### src/rtl/uart_cmd_ctrl_if.sv
// Purpose: groups the received-byte stream, the measurement-core handshake and
//          the configuration/status outputs of uart_cmd_ctrl into one bundle.
// Ports:   master = byte source / measurement side, slave = the command sequencer.
interface uart_cmd_ctrl_if;
  logic        rx_valid;     // one-cycle strobe, rx_byte valid
  logic [7:0]  rx_byte;      // received byte
  logic        meas_busy;    // measurement core running
  logic        meas_start;   // one-cycle start pulse to measurement core
  logic [15:0] pulse_width;  // test pulse width in sys_clk cycles
  logic [2:0]  gain_sel;     // receive amplifier gain select
  logic        cmd_ok;       // one-cycle pulse, frame executed
  logic        cmd_err;      // one-cycle pulse, frame rejected
  logic [1:0]  err_code;     // cause of last error, held until next cmd_err

  modport master (
    output rx_valid, rx_byte, meas_busy,
    input  meas_start, pulse_width, gain_sel, cmd_ok, cmd_err, err_code
  );

  modport slave (
    input  rx_valid, rx_byte, meas_busy,
    output meas_start, pulse_width, gain_sel, cmd_ok, cmd_err, err_code
  );
endinterface

### src/rtl/uart_cmd_ctrl.sv
// Purpose: parses 55 AA CMD LEN DATA.. CHK frames from the UART byte stream and
//          updates measurement config / fires meas_start; one ok or err pulse per frame.
// Latency: results at N+2 after the CHK byte strobe, LEN/CHK errors at N+1.
// Backpressure: none; bytes arriving during the single EXEC cycle are dropped.
// Ports:   sys_clk, sys_rst_n (async, active-low), bus (uart_cmd_ctrl_if.slave).
module uart_cmd_ctrl #(
  parameter int CLK_FREQ   = 50000000,
  parameter int TIMEOUT_MS = 10,
  parameter int MAX_LEN    = 4,
  parameter int DEF_WIDTH  = 100
) (
  input  logic           sys_clk,
  input  logic           sys_rst_n,
  uart_cmd_ctrl_if.slave bus
);

  localparam int TIMEOUT_CYC = CLK_FREQ / 1000 * TIMEOUT_MS;
  localparam int TW          = $clog2(TIMEOUT_CYC + 1);
  localparam int IW          = (MAX_LEN > 1) ? $clog2(MAX_LEN) : 1;

  localparam logic [7:0] HDR1       = 8'h55;
  localparam logic [7:0] HDR2       = 8'hAA;
  localparam logic [7:0] CMD_START  = 8'h01;
  localparam logic [7:0] CMD_WIDTH  = 8'h02;
  localparam logic [7:0] CMD_GAIN   = 8'h03;

  localparam logic [1:0] E_CHK   = 2'd0;
  localparam logic [1:0] E_ARG   = 2'd1;
  localparam logic [1:0] E_BUSY  = 2'd2;
  localparam logic [1:0] E_TMO   = 2'd3;

  typedef enum logic [2:0] {
    S_IDLE, S_HDR2, S_CMD, S_LEN, S_DATA, S_CHK, S_EXEC
  } state_t;

  state_t       state;
  logic [7:0]   cmd_reg;
  logic [7:0]   len_reg;
  logic [7:0]   chk_sum;
  logic [7:0]   byte_cnt;
  logic [TW-1:0] tmo_cnt;
  logic [7:0]   data_buf [MAX_LEN];

  logic         meas_start_q;
  logic         cmd_ok_q;
  logic         cmd_err_q;
  logic [1:0]   err_code_q;
  logic [15:0]  pulse_width_q;
  logic [2:0]   gain_sel_q;

  logic [15:0]  width_arg;
  assign width_arg = {data_buf[0], data_buf[IW'(1 % MAX_LEN)]};

  assign bus.meas_start  = meas_start_q;
  assign bus.cmd_ok      = cmd_ok_q;
  assign bus.cmd_err     = cmd_err_q;
  assign bus.err_code    = err_code_q;
  assign bus.pulse_width = pulse_width_q;
  assign bus.gain_sel    = gain_sel_q;

  always_ff @(posedge sys_clk or negedge sys_rst_n) begin
    if (!sys_rst_n) begin
      state         <= S_IDLE;
      cmd_reg       <= '0;
      len_reg       <= '0;
      chk_sum       <= '0;
      byte_cnt      <= '0;
      tmo_cnt       <= '0;
      for (int i = 0; i < MAX_LEN; i++) data_buf[i] <= '0;
      meas_start_q  <= 1'b0;
      cmd_ok_q      <= 1'b0;
      cmd_err_q     <= 1'b0;
      err_code_q    <= E_CHK;
      pulse_width_q <= 16'(DEF_WIDTH);
      gain_sel_q    <= '0;
    end else begin
      // Pulses are single-cycle: cleared every cycle unless set below.
      meas_start_q <= 1'b0;
      cmd_ok_q     <= 1'b0;
      cmd_err_q    <= 1'b0;

      if (state == S_EXEC) begin
        // Any byte strobed in this cycle is intentionally ignored.
        state <= S_IDLE;
        case (cmd_reg)
          CMD_START: begin
            if (len_reg != 8'd0) begin
              cmd_err_q <= 1'b1; err_code_q <= E_ARG;
            end else if (bus.meas_busy) begin
              cmd_err_q <= 1'b1; err_code_q <= E_BUSY;
            end else begin
              meas_start_q <= 1'b1; cmd_ok_q <= 1'b1;
            end
          end
          CMD_WIDTH: begin
            if (len_reg != 8'd2 || width_arg == 16'd0) begin
              cmd_err_q <= 1'b1; err_code_q <= E_ARG;
            end else begin
              pulse_width_q <= width_arg; cmd_ok_q <= 1'b1;
            end
          end
          CMD_GAIN: begin
            if (len_reg != 8'd1 || data_buf[0] > 8'd7) begin
              cmd_err_q <= 1'b1; err_code_q <= E_ARG;
            end else begin
              gain_sel_q <= data_buf[0][2:0]; cmd_ok_q <= 1'b1;
            end
          end
          default: begin
            cmd_err_q <= 1'b1; err_code_q <= E_ARG;
          end
        endcase
      end else if (bus.rx_valid) begin
        tmo_cnt <= '0;
        case (state)
          S_IDLE: if (bus.rx_byte == HDR1) state <= S_HDR2;
          S_HDR2: begin
            // A repeated 0x55 may be the real start of a frame, so stay put.
            if (bus.rx_byte == HDR2)      state <= S_CMD;
            else if (bus.rx_byte != HDR1) state <= S_IDLE;
          end
          S_CMD: begin
            cmd_reg <= bus.rx_byte;
            chk_sum <= bus.rx_byte;
            state   <= S_LEN;
          end
          S_LEN: begin
            len_reg  <= bus.rx_byte;
            chk_sum  <= chk_sum + bus.rx_byte;
            byte_cnt <= '0;
            if (bus.rx_byte > 8'(MAX_LEN)) begin
              cmd_err_q  <= 1'b1;
              err_code_q <= E_ARG;
              state      <= S_IDLE;
            end else if (bus.rx_byte == 8'd0) begin
              state <= S_CHK;
            end else begin
              state <= S_DATA;
            end
          end
          S_DATA: begin
            if (byte_cnt < 8'(MAX_LEN)) data_buf[byte_cnt[IW-1:0]] <= bus.rx_byte;
            chk_sum  <= chk_sum + bus.rx_byte;
            byte_cnt <= byte_cnt + 8'd1;
            if (byte_cnt == len_reg - 8'd1) state <= S_CHK;
          end
          S_CHK: begin
            if (bus.rx_byte != chk_sum) begin
              cmd_err_q  <= 1'b1;
              err_code_q <= E_CHK;
              state      <= S_IDLE;
            end else begin
              state <= S_EXEC;
            end
          end
          default: state <= S_IDLE;
        endcase
      end else if (state != S_IDLE) begin
        // Inter-byte silence inside a frame (including right after 0x55).
        if (tmo_cnt == TW'(TIMEOUT_CYC - 1)) begin
          tmo_cnt    <= '0;
          cmd_err_q  <= 1'b1;
          err_code_q <= E_TMO;
          state      <= S_IDLE;
        end else begin
          tmo_cnt <= tmo_cnt + 1'b1;
        end
      end
    end
  end

endmodule
### src/flat_wrapper.sv
// flat-port wrapper written by rule: the top's interface ports become plain ports
module uart_cmd_ctrl_flat 
#(
  parameter int CLK_FREQ   = 50000000,
  parameter int TIMEOUT_MS = 10,
  parameter int MAX_LEN    = 4,
  parameter int DEF_WIDTH  = 100
)
  (sys_clk, sys_rst_n, bus_rx_valid, bus_rx_byte, bus_meas_busy, bus_meas_start, bus_pulse_width, bus_gain_sel, bus_cmd_ok, bus_cmd_err, bus_err_code);
  uart_cmd_ctrl_if bus_i ();
  input  logic sys_clk;
  input  logic sys_rst_n;
  input wire logic [$bits(bus_i.rx_valid)-1:0] bus_rx_valid;
  input wire logic [$bits(bus_i.rx_byte)-1:0] bus_rx_byte;
  input wire logic [$bits(bus_i.meas_busy)-1:0] bus_meas_busy;
  output wire logic [$bits(bus_i.meas_start)-1:0] bus_meas_start;
  output wire logic [$bits(bus_i.pulse_width)-1:0] bus_pulse_width;
  output wire logic [$bits(bus_i.gain_sel)-1:0] bus_gain_sel;
  output wire logic [$bits(bus_i.cmd_ok)-1:0] bus_cmd_ok;
  output wire logic [$bits(bus_i.cmd_err)-1:0] bus_cmd_err;
  output wire logic [$bits(bus_i.err_code)-1:0] bus_err_code;
  assign bus_i.rx_valid = bus_rx_valid;
  assign bus_i.rx_byte = bus_rx_byte;
  assign bus_i.meas_busy = bus_meas_busy;
  assign bus_meas_start = bus_i.meas_start;
  assign bus_pulse_width = bus_i.pulse_width;
  assign bus_gain_sel = bus_i.gain_sel;
  assign bus_cmd_ok = bus_i.cmd_ok;
  assign bus_cmd_err = bus_i.cmd_err;
  assign bus_err_code = bus_i.err_code;
  uart_cmd_ctrl #(.CLK_FREQ(CLK_FREQ), .TIMEOUT_MS(TIMEOUT_MS), .MAX_LEN(MAX_LEN), .DEF_WIDTH(DEF_WIDTH)) u_core (.sys_clk(sys_clk), .sys_rst_n(sys_rst_n), .bus(bus_i));
endmodule
### config.mk
export PLATFORM = sky130hd
export DESIGN_NAME = uart_cmd_ctrl_flat
export DESIGN_NICKNAME = d
export VERILOG_FILES = /design/src/rtl/uart_cmd_ctrl_if.sv /design/src/rtl/uart_cmd_ctrl.sv /design/src/flat_wrapper.sv
export SDC_FILE = /design/constraint.sdc
export NUM_CORES = 1
export LEC_CHECK = 0
export CAP_MARGIN = 30
export CORE_MARGIN = 5
export CORE_UTILIZATION = 55
export DETAILED_ROUTE_END_ITERATION = 6
export DONT_BUFFER_PORTS = 1
export PLACE_DENSITY = 0.7
export SKIP_CTS_REPAIR_TIMING = 1
export SLEW_MARGIN = 30
export SYNTH_ARGS = -nofsm -noshare
export SYNTH_HDL_FRONTEND = slang
export SYNTH_SLANG_ARGS = --single-unit
### constraint.sdc
create_clock -name sys_clk -period 3 [get_ports sys_clk]
set_input_delay 0.45 -clock sys_clk [delete_from_list [all_inputs] [get_ports sys_clk]]
set_output_delay 0.45 -clock sys_clk [all_outputs]
set_load 0.01 [all_outputs]
==> summary.txt, run 1 <==
post-synthesis cell count = 505
P&R area growth vs syn = 6.919%
status = finished with violations
io pins = 36
Clock Tree Buf Depth = 2
routing usage on met3 = 5.196%
Final GP Congestion = 0.8769
measured slew at the worst slew-check pin = 0.8786 ns
Yosys top cell area share = 45.30%
TritonRoute pass-1 iters = 6
RSZ-0062 raised after global routing = false
Final Critical Period = 2.464 ns
maximum clock rate = 405.9 MHz
P_leak = 0.002553 µW
worst r2r src = u_core.data_buf[30]$_DFFE_PN0P_
fin crit share = 82.13%
sequential share of the synthesized area = 46.86%
Hold Slack = -0.007318 ns
final instance area = 5375 µm²
GRT busiest layer = met2
Post-synth EDFFs = 0
CP Capture Type = register
failing checks = negative hold slack
startpoint types = register
placed cell area = 5127 µm²
GR Util met1 = 30.81%
met2 Usage GRT = 31.56%
# clock sinks = 94
largest net degree at the start of global routing = 95
final count of hold timing violations = 2
Num CTS Buffers = 9
WP data arrival = 2.71 ns
initial antenna violation count = 0
drt initial violations = 310
ys async rst share = 100.0%
Power Dens Cells = 426.1 nW/µm²
Distinct cells, synth = 58
Max-Cap Viols = 0
DRC Markers = 0
synthesized cell area = 5027 µm²
diode count = 0
Yosys Warn Count = 0
Initial Util = 57.09%
share of layout cells above drive strength 1 = 11.55%
ranking of synthesized cells by area = dfrtp_1 45%, mux2_2 5.6%, nand2_1 4.1%
Avg Vias per Cell = 6.076
Top reg by flops = u_core.tmo_cnt
flops & latches, synth = 94
drt wl/cell = 18.18 µm
R2R setup slack = 0.54 ns
reg2reg path depth = 6
Critical Path End = u_core.bus.err_code[0]$_DFFE_PN0P_
Rows = 34
CP startpoint = u_core.data_buf[30]$_DFFE_PN0P_
syn_nets = 532
GR Util All Layers = 20.89%
routed wire length = 11,260 µm
Die Y-Extent = 105.6 µm
Slew Limit Fails = 0
CTS tree = yes
worst r2r dst = u_core.bus.err_code[0]$_DFFE_PN0P_
CP Data Required Time = 3.24 ns
Die ar. = 11,150 µm²
Worst Skew = 0.01958 ns
Synth area leader = dfrtp_1
syn avg cell area = 9.955 µm²
Final #Nets = 533
Finished Layout Cells = 619
CTS clk-pin slew, worst paths = 0.11 ns
PortBufs = 0
Die Wd = 105.6 µm
first-pass GRT wire length = 18,750 µm
Total Neg Setup Slack = 0 ns
placed insts = 602
total gr overflow = 0
latest clock arrival within the worst-skew pair = 0.36 ns
ys flop type = dfrtp_1
slew margin rel. = 41.04%
worst min-delay path category = input port to asynchronous set/reset pin
final setup vio count = 0
Max IR drop VDD = 0.2659 mV
Max H-tree Level = 3
via count = 3,761
number of global-route vias before repair = 3,617
most frequent cell after synthesis = dfrtp_1
Routed Antenna Nets = 0
area of the core = 8806 µm²
Power Total = 2290 µW
Post-synth top cells = 91 x dfrtp_1, 55 x nand2_1, 52 x nor2_1
Root Buffer Master = clkbuf_8
Setup CP Type = register to register
max reg flops = 19
post-DP HPWL = 7971 µm
largest fanout on the critical path = 4
==> worst max-delay path, cell delays in order, from the launching register on <==
cell and delay [ns]:
dfrtp_1 0.41, or4_1 0.52, nor2_1 0.32, a2111oi_4 0.15, o22ai_1 0.41, a21o_1 0.23
mux2_4 0.30
==> area by class of cell <==
type | count | area, µm²
inverter | 20 | 75.07
fill | 732 | 3431
clock inverter | 6 | 92.59
multi-input combinational | 373 | 2509
tap | 108 | 135.1
timing repair buffer | 8 | 80.08
clock buffer | 10 | 127.6
sequential | 94 | 2356
==> layer usage <==
layer	wire, µm	up-vias
met4	105	0
met1	5394	1860
li1	-	1790
met3	625	14
met5	0	-
met2	5130	97
==> power breakdown <==
| part | internal (µW) | switching, µW | leakage, µW |
|---|---|---|---|
| clock | 478 | 478 | 0.000109 |
| combinational | 20.2 | 46.7 | 0.00117 |
| sequential | 1270 | 0.834 | 0.00128 |
| total | 1770 | 525 | 0.00255 |
==> worst min path at each step <==
| stage | end | startpoint | cells after the start |
|---|---|---|---|
| after floorplan | u_core.bus.cmd_err$_DFF_PN0_ | sys_rst_n | 0 |
| after global placement | u_core.tmo_cnt[9]$_DFFE_PN0P_ | sys_rst_n | 0 |
| after detailed placement | u_core.byte_cnt[7]$_DFFE_PN0P_ | sys_rst_n | 0 |
| after CTS | u_core.byte_cnt[7]$_DFFE_PN0P_ | sys_rst_n | 0 |
| after global routing | u_core.byte_cnt[7]$_DFFE_PN0P_ | sys_rst_n | 1 |
| final | u_core.byte_cnt[7]$_DFFE_PN0P_ | sys_rst_n | 1 |
==> through the flow <==
| step | setup slack [ns] | hold WS [ns] | utilization, % |
|---|---|---|---|
| after CTS | 0.5545 | -0.2405 | 60.73 |
| after global placement | 0.6093 | 0.1587 | 58.23 |
| after global routing | 0.3493 | 0.02348 | 61.04 |
| after detailed placement | 0.5713 | 0.1589 | 58.23 |
| after floorplan | 0.9285 | 0.1544 | - |
| final | 0.5361 | -0.007318 | 61.04 |
==> cells in the final DEF (no fill, tap or decap), types with 7 or more instances in the layout <==
master     n
dfrtp_1   91
nand2_1   55
nor2_1    52
mux2_2    25
o21ai_0   21
inv_1     20
xor2_1    20
nand3_1   19
nor3_1    15
and3_1    15
mux2_1    15
ha_1      14
xnor2_1   13
a21oi_1   12
nor4_1    11
clkbuf_8   9
nand4_1    7
a31oi_1    7
buf_4      7
==> logic make-up (layout without fill, tap and decap cells) <==
group                      Yosys count  count (layout)  synth area share (%)
xor gates and xnor gates            33              33                 5.749
muxes                               43              43                 9.656
AOI/OAI and AO/OA                   72              72                 9.483
adders and majority gates           15              15                 3.883
DFF                                 94              94                 46.86
buffers and inverters               38              44                 3.235
and+or+nand+nor                    210             210                 21.13
Note: power is estimated with default switching activity, not from simulation.
==> run 2, diff against run 1 <==
--- a/config.mk
+++ b/config.mk
@@ -5,6 +5,7 @@
 export SDC_FILE = /design/constraint.sdc
 export NUM_CORES = 1
 export LEC_CHECK = 0
+export ABC_AREA = 1
 export CAP_MARGIN = 30
 export CORE_MARGIN = 5
 export CORE_UTILIZATION = 55
==> constraint.sdc (replaced) <==
create_clock -name sys_clk -period 2.5 [get_ports sys_clk]
set_input_delay 0.375 -clock sys_clk [delete_from_list [all_inputs] [get_ports sys_clk]]
set_output_delay 0.375 -clock sys_clk [all_outputs]
set_load 0.01 [all_outputs]
==> run 2 against run 1 <==
Against the previous run:
- clock power grew 9%
- flip-flop and latch count unchanged
- worst hold slack got worse by 0.30 ns
- critical path depth is 1 higher
- highest routed layer unchanged
- wire length rose by 7.5%
- final area grew 6.7%
- the run still ends with negative hold slack left
- cell count increased by 35%
- register-to-register slack worse by 0.02 ns
- sequential power increased by 67%
- area after synthesis is 8.0% higher
- non-clock buffer count is 5 lower
==> summary.txt, run 2 <==
status = finished with violations
failing checks = negative hold slack
CP Capture Type = register
max reg flops = 19
CTS tree = yes
Root Buffer Master = clkbuf_8
TritonRoute pass-1 iters = 5
WP data arrival = 2.24 ns
measured slew at the worst slew-check pin = 0.5164 ns
most frequent cells in the layout = 191 x nand2_1, 91 x dfrtp_1, 71 x nor2_1
P_leak = 0.002708 µW
ys async rst share = 100.0%
CP Data Required Time = 2.75 ns
share of layout cells above drive strength 1 = 12.94%
maximum clock rate = 504.7 MHz
Top reg by flops = u_core.tmo_cnt
via count = 4,546
RSZ-0062 raised after global routing = false
Post-synth EDFFs = 0
Die Y-Extent = 109.3 µm
Post-synth top cells = 191 x nand2_1, 91 x dfrtp_1, 71 x nor2_1
Hold Slack = -0.3097 ns
Initial Util = 56.05%
synthesized cell area = 5428 µm²
Rows = 36
first-pass GRT wire length = 20,530 µm
syn avg cell area = 7.810 µm²
Power Dens Cells = 850.2 nW/µm²
largest fanout on the critical path = 12
CP startpoint = u_core.len_reg[3]$_DFFE_PN0P_
fill count = 896
Die Wd = 109.3 µm
Num CTS Buffers = 9
initial antenna violation count = 0
Yosys top cell area share = 41.95%
ys flop type = dfrtp_1
final count of hold timing violations = 94
fin crit share = 79.25%
DRC Markers = 0
Routed Antenna Nets = 0
GR Util All Layers = 21.70%
Max IR drop VDD = 0.4312 mV
syn_nets = 722
Total Neg Setup Slack = 0 ns
Power Total = 4876 µW
drt initial violations = 429
Critical Path End = u_core.bus.pulse_width[3]$_DFFE_PN0P_
CTS clk-pin slew, worst paths = 0.10 ns
largest net degree at the start of global routing = 95
Final #Nets = 725
startpoint types = register
Yosys Warn Count = 0
Final GP Congestion = 1.014
post-DP HPWL = 9064 µm
Setup CP Type = register to register
# clock sinks = 94
sequential share of the synthesized area = 43.41%
total gr overflow = 0
final setup vio count = 0
Max H-tree Level = 3
most common cell after layout, fill and taps aside = nand2_1
number of global-route vias before repair = 4,351
worst min-delay path category = input port to asynchronous set/reset pin
PortBufs = 0
latest clock arrival within the worst-skew pair = 0.36 ns
register area = 2356 µm²
ranking of synthesized cells by area = dfrtp_1 42%, nand2_1 13%, nor2_1 4.9%
diode count = 0
Distinct cells, synth = 42
worst r2r dst = u_core.bus.pulse_width[3]$_DFFE_PN0P_
R2R setup slack = 0.52 ns
flops & latches, synth = 94
Synth area leader = dfrtp_1
reg2reg path depth = 7
Clock Tree Buf Depth = 2
multi-input logic area = 2694 µm²
post-synthesis cell count = 695
routed wire length = 12,100 µm
drt wl/cell = 14.47 µm
Max-Cap Viols = 0
Die ar. = 11,960 µm²
io pins = 36
Avg Vias per Cell = 5.438
Final Critical Period = 1.981 ns
worst r2r src = u_core.len_reg[3]$_DFFE_PN0P_
Worst Skew = 0.01520 ns
area of the core = 9684 µm²
Slew Limit Fails = 0
most frequent cell after synthesis = nand2_1
slew margin rel. = 65.54%
P&R area growth vs syn = 5.671%
run 2: cell types whose count changed in the layout (fill, tap and decap cells not counted), sizes merged, moves of 15 or more:
cell and change:
and3 -15, nor2 +32, inv +59, mux2 -41, nand3 +29, o21ai +36, xor2 -15, nand2 +148
run 2: area by class of cell:
type | instances | share of cell area (%)
flip-flops and latches | 94 | 41.08
clock inverters | 6 | 1.200
inverters | 80 | 5.236
repair buffers | 3 | 0.3927
well taps | 133 | 2.901
multi-input cells | 510 | 46.97
clock buffers | 10 | 2.225
run 2: stage by stage:
stage          setup slack [ns]  area [µm²]  utilization (%)  std cells
2_1_floorplan            0.8279        5428                -        695
3_3_place_gp             0.6208        5539            57.20        820
3_5_place_dp             0.5700        5539            57.20        820
4_1_cts                  0.5332        5736            59.22        836
5_1_grt                  0.2764        5736            59.22        836
6_report                 0.5187        5736            59.22        836
run 2: power breakdown:
group | leakage, µW | switching, µW | internal [µW]
logic | 0.00137 | 1080 | 640
registers | 0.00124 | 303 | 1810
clock network | 0.0000973 | 567 | 471
run 2: kinds of logic (layout without fill, tap and decap cells):
logic type / count (synthesis) / count (layout) / share of synthesized area, %
buffers and inverters: 91 / 99 / 6.961
AO/OA/AOI/OAI: 96 / 96 / 11.34
adder cells (fa/ha/maj): 15 / 15 / 3.596
XOR/XNOR: 11 / 11 / 1.775
AND/OR/NAND/NOR: 388 / 388 / 32.92
flip-flops: 94 / 94 / 43.41
run 2: metal layers:
metal	vias to the layer above	routed length (µm)	GRT usage [%]
met1	2106	5738	30.95
met5	-	0	0
li1	2275	-	-
met3	22	796	4.169
met2	143	5323	33.30
met4	0	240	7.213
run 2: how the worst min path moves through the flow:
stage / from / to
2_1_floorplan: sys_rst_n / u_core.bus.cmd_err$_DFF_PN0_
3_3_place_gp: sys_rst_n / u_core.bus.pulse_width[4]$_DFFE_PN0P_
3_5_place_dp: sys_rst_n / u_core.bus.pulse_width[4]$_DFFE_PN0P_
4_1_cts: sys_rst_n / u_core.byte_cnt[2]$_DFFE_PN0P_
5_1_grt: sys_rst_n / u_core.byte_cnt[2]$_DFFE_PN0P_
6_report: sys_rst_n / u_core.byte_cnt[2]$_DFFE_PN0P_
run 2: worst max-delay path, stage by stage, from the launching register on:
cell,delay [ns]
dfrtp_1,0.46
nor2_1,0.30
nand2_1,0.09
nor2_1,0.19
nand4_1,0.39
buf_4,0.33
nand2_1,0.07
nand2_1,0.05
==> run 3, diff against run 2 <==
==> constraint.sdc (replaced) <==
create_clock -name sys_clk -period 2.1 [get_ports sys_clk]
set_input_delay 0.315 -clock sys_clk [delete_from_list [all_inputs] [get_ports sys_clk]]
set_output_delay 0.315 -clock sys_clk [all_outputs]
set_load 0.01 [all_outputs]
==> run 3 against run 2 <==
Against the previous run:
- the run still ends with negative hold slack left
- final area up 1.2%
- via count down 0.33%
- clock skew down 0.0030 ns
- register-to-register slack worse by 0.29 ns
- worst hold slack worse by 0.052 ns
- wire length up 0.79%
- critical path depth up 4
- core utilization up 0.71 points
- critical endpoint is now u_core.state[2]$_DFFE_PN0P_
- largest cell class unchanged
- largest power group unchanged
- highest routed layer unchanged
==> summary.txt, run 3 (same netlist as run 2, synthesis figures left out) <==
failing checks = negative hold slack
worst r2r src = u_core.len_reg[0]$_DFFE_PN0P_
Die Wd = 109.3 µm
most frequent cells in the layout = 191 x nand2_1, 91 x dfrtp_1, 71 x nor2_1
fin crit share = 89.29%
CTS tree = yes
Slew Limit Fails = 0
most common cell after layout, fill and taps aside = nand2_1
Final Util = 59.94%
Avg Vias per Cell = 5.400
Root Buffer Master = clkbuf_8
Top delay family on crit path = simple AND/OR/NAND/NOR gates
largest fanout on the critical path = 6
Top reg by flops = u_core.tmo_cnt
via count = 4,531
first-pass GRT wire length = 20,970 µm
Final Critical Period = 1.875 ns
TritonRoute pass-1 iters = 6
Final #Nets = 728
diode count = 0
Rows = 36
largest net degree at the start of global routing = 95
CP Buf/Inv Count = 1
CTS clk-pin slew, worst paths = 0.10 ns
Power Dens Cells = 1040 nW/µm²
WL met2 = 5534 µm
Num CTS Buffers = 9
post-DP HPWL = 9126 µm
Final GP Congestion = 0.9874
Final Worst Setup Slack = 0.2249 ns
Total Neg Setup Slack = 0 ns
sequential share of power = 41.7%
R2R setup slack = 0.22 ns
slew margin rel. = 68.08%
Switch Pwr = 2306 µW
PortBufs = 0
number of global-route vias before repair = 4,393
startpoint types = register
worst slack at placement = 0.2579 ns
Max IR drop VDD = 0.5389 mV
clock power share = 24.4%
status = finished with violations
routed wire length = 12,190 µm
Sw Ratio = 38.18%
Worst path depth = 11
DRC Markers = 0
# clock sinks = 94
CP Data Required Time = 2.36 ns
final count of hold timing violations = 94
share of layout cells above drive strength 1 = 13.31%
worst r2r dst = u_core.state[2]$_DFFE_PN0P_
Max-Cap Viols = 0
area of the core = 9684 µm²
Internal = 3733 µW
Max H-tree Level = 3
GR Util All Layers = 22.22%
final instance area = 5804 µm²
largest stage delay on the critical path = 0.41 ns
Die Y-Extent = 109.3 µm
maximum clock rate = 533.3 MHz
initial antenna violation count = 0
CP Cell Sequence = inv_1, ha_1, or2_2, nand3_1, nand2_1, nor2_1, nand3_1, nand2_1, nand3_1, nand2_1, nand2_1
worst min-delay path category = input port to asynchronous set/reset pin
Initial Util = 56.05%
RSZ-0062 raised after global routing = false
Die ar. = 11,960 µm²
Hold Slack = -0.3617 ns
CP Capture Type = register
P&R area growth vs syn = 6.939%
measured slew at the worst slew-check pin = 0.4783 ns
drt wl/cell = 14.53 µm
latest clock arrival within the worst-skew pair = 0.37 ns
placed cell area = 5562 µm²
reg2reg path depth = 11
WP data arrival = 2.13 ns
Gate power share = 33.9%
DRT met1 WL = 5772 µm
max reg flops = 19
most used cell, CP = nand2_1
Critical Path End = u_core.state[2]$_DFFE_PN0P_
met3 wire length = 715 µm
final setup vio count = 0
P_leak = 0.002743 µW
CP startpoint = u_core.len_reg[0]$_DFFE_PN0P_
Worst Skew = 0.01218 ns
Clock Tree Buf Depth = 2
Routed Antenna Nets = 0
drt initial violations = 310
total gr overflow = 0
Slowest-stage cell, CP = dfrtp_1
uppermost layer routed = met4
io pins = 36
Setup CP Type = register to register
==> run 3: cell count changes in the layout (fill, tap and decap cells not counted) <==
| cell | before | now |
|---|---|---|
| bufinv_16 | 1 | 3 |
| buf_4 | 3 | 6 |
| clkinv_2 | 1 | 0 |
| clkinv_4 | 1 | 0 |
==> run 3: worst reg2reg max path: cells and delay by family (launching register included) <==
kind	cells	cell delay (ns)
buffers and inverters	1	0.13
adder cells (fa/ha/maj)	1	0.26
flip-flops	1	0.41
AND/OR/NAND/NOR	9	0.96
==> run 3: routing by layer <==
metal | GRT usage [%] | vias up
met4 | 6.679 | 0
met2 | 34.83 | 129
met5 | 0 | -
met3 | 4.052 | 16
met1 | 31.53 | 2103
li1 | - | 2283
==> run 3: area by class of cell <==
cell class              count  area [µm²]
fillers                   911        3880
inverters                  80       300.3
clock inverters             6       115.1
well taps                 133       166.4
flip-flops and latches     94        2356
repair buffers              6       45.04
clock buffers              10       127.6
multi-input cells         510        2694
==> run 3: power groups by stage <==
stage	sequential [µW]	clock, µW	combinational, µW
final	2520	1470	2040
after global routing	2570	1580	2350
after CTS	2510	1510	2050
after detailed placement	2550	0	2030
after global placement	2530	0	1970
after floorplan	2450	0	1680
==> run 3: through the flow <==
stage                     std cells  power (µW)
after detailed placement        823        4576
after floorplan                 695        4134
after global routing            839        6501
after global placement          823        4507
final                           839        6038
after CTS                       839        6076
==> run 3: worst min-delay path by stage <==
stage,startpoint,end,slack (ns),depth (start not counted)
floorplan,sys_rst_n,u_core.bus.cmd_err$_DFF_PN0_,0.02,0
global placement,sys_rst_n,u_core.bus.pulse_width[4]$_DFFE_PN0P_,0.02,0
detailed placement,sys_rst_n,u_core.bus.pulse_width[4]$_DFFE_PN0P_,0.02,0
CTS,sys_rst_n,u_core.byte_cnt[1]$_DFFE_PN0P_,-0.39,0
global route,sys_rst_n,u_core.byte_cnt[1]$_DFFE_PN0P_,-0.39,0
finish,sys_rst_n,u_core.bus.pulse_width[12]$_DFFE_PN0P_,-0.36,0
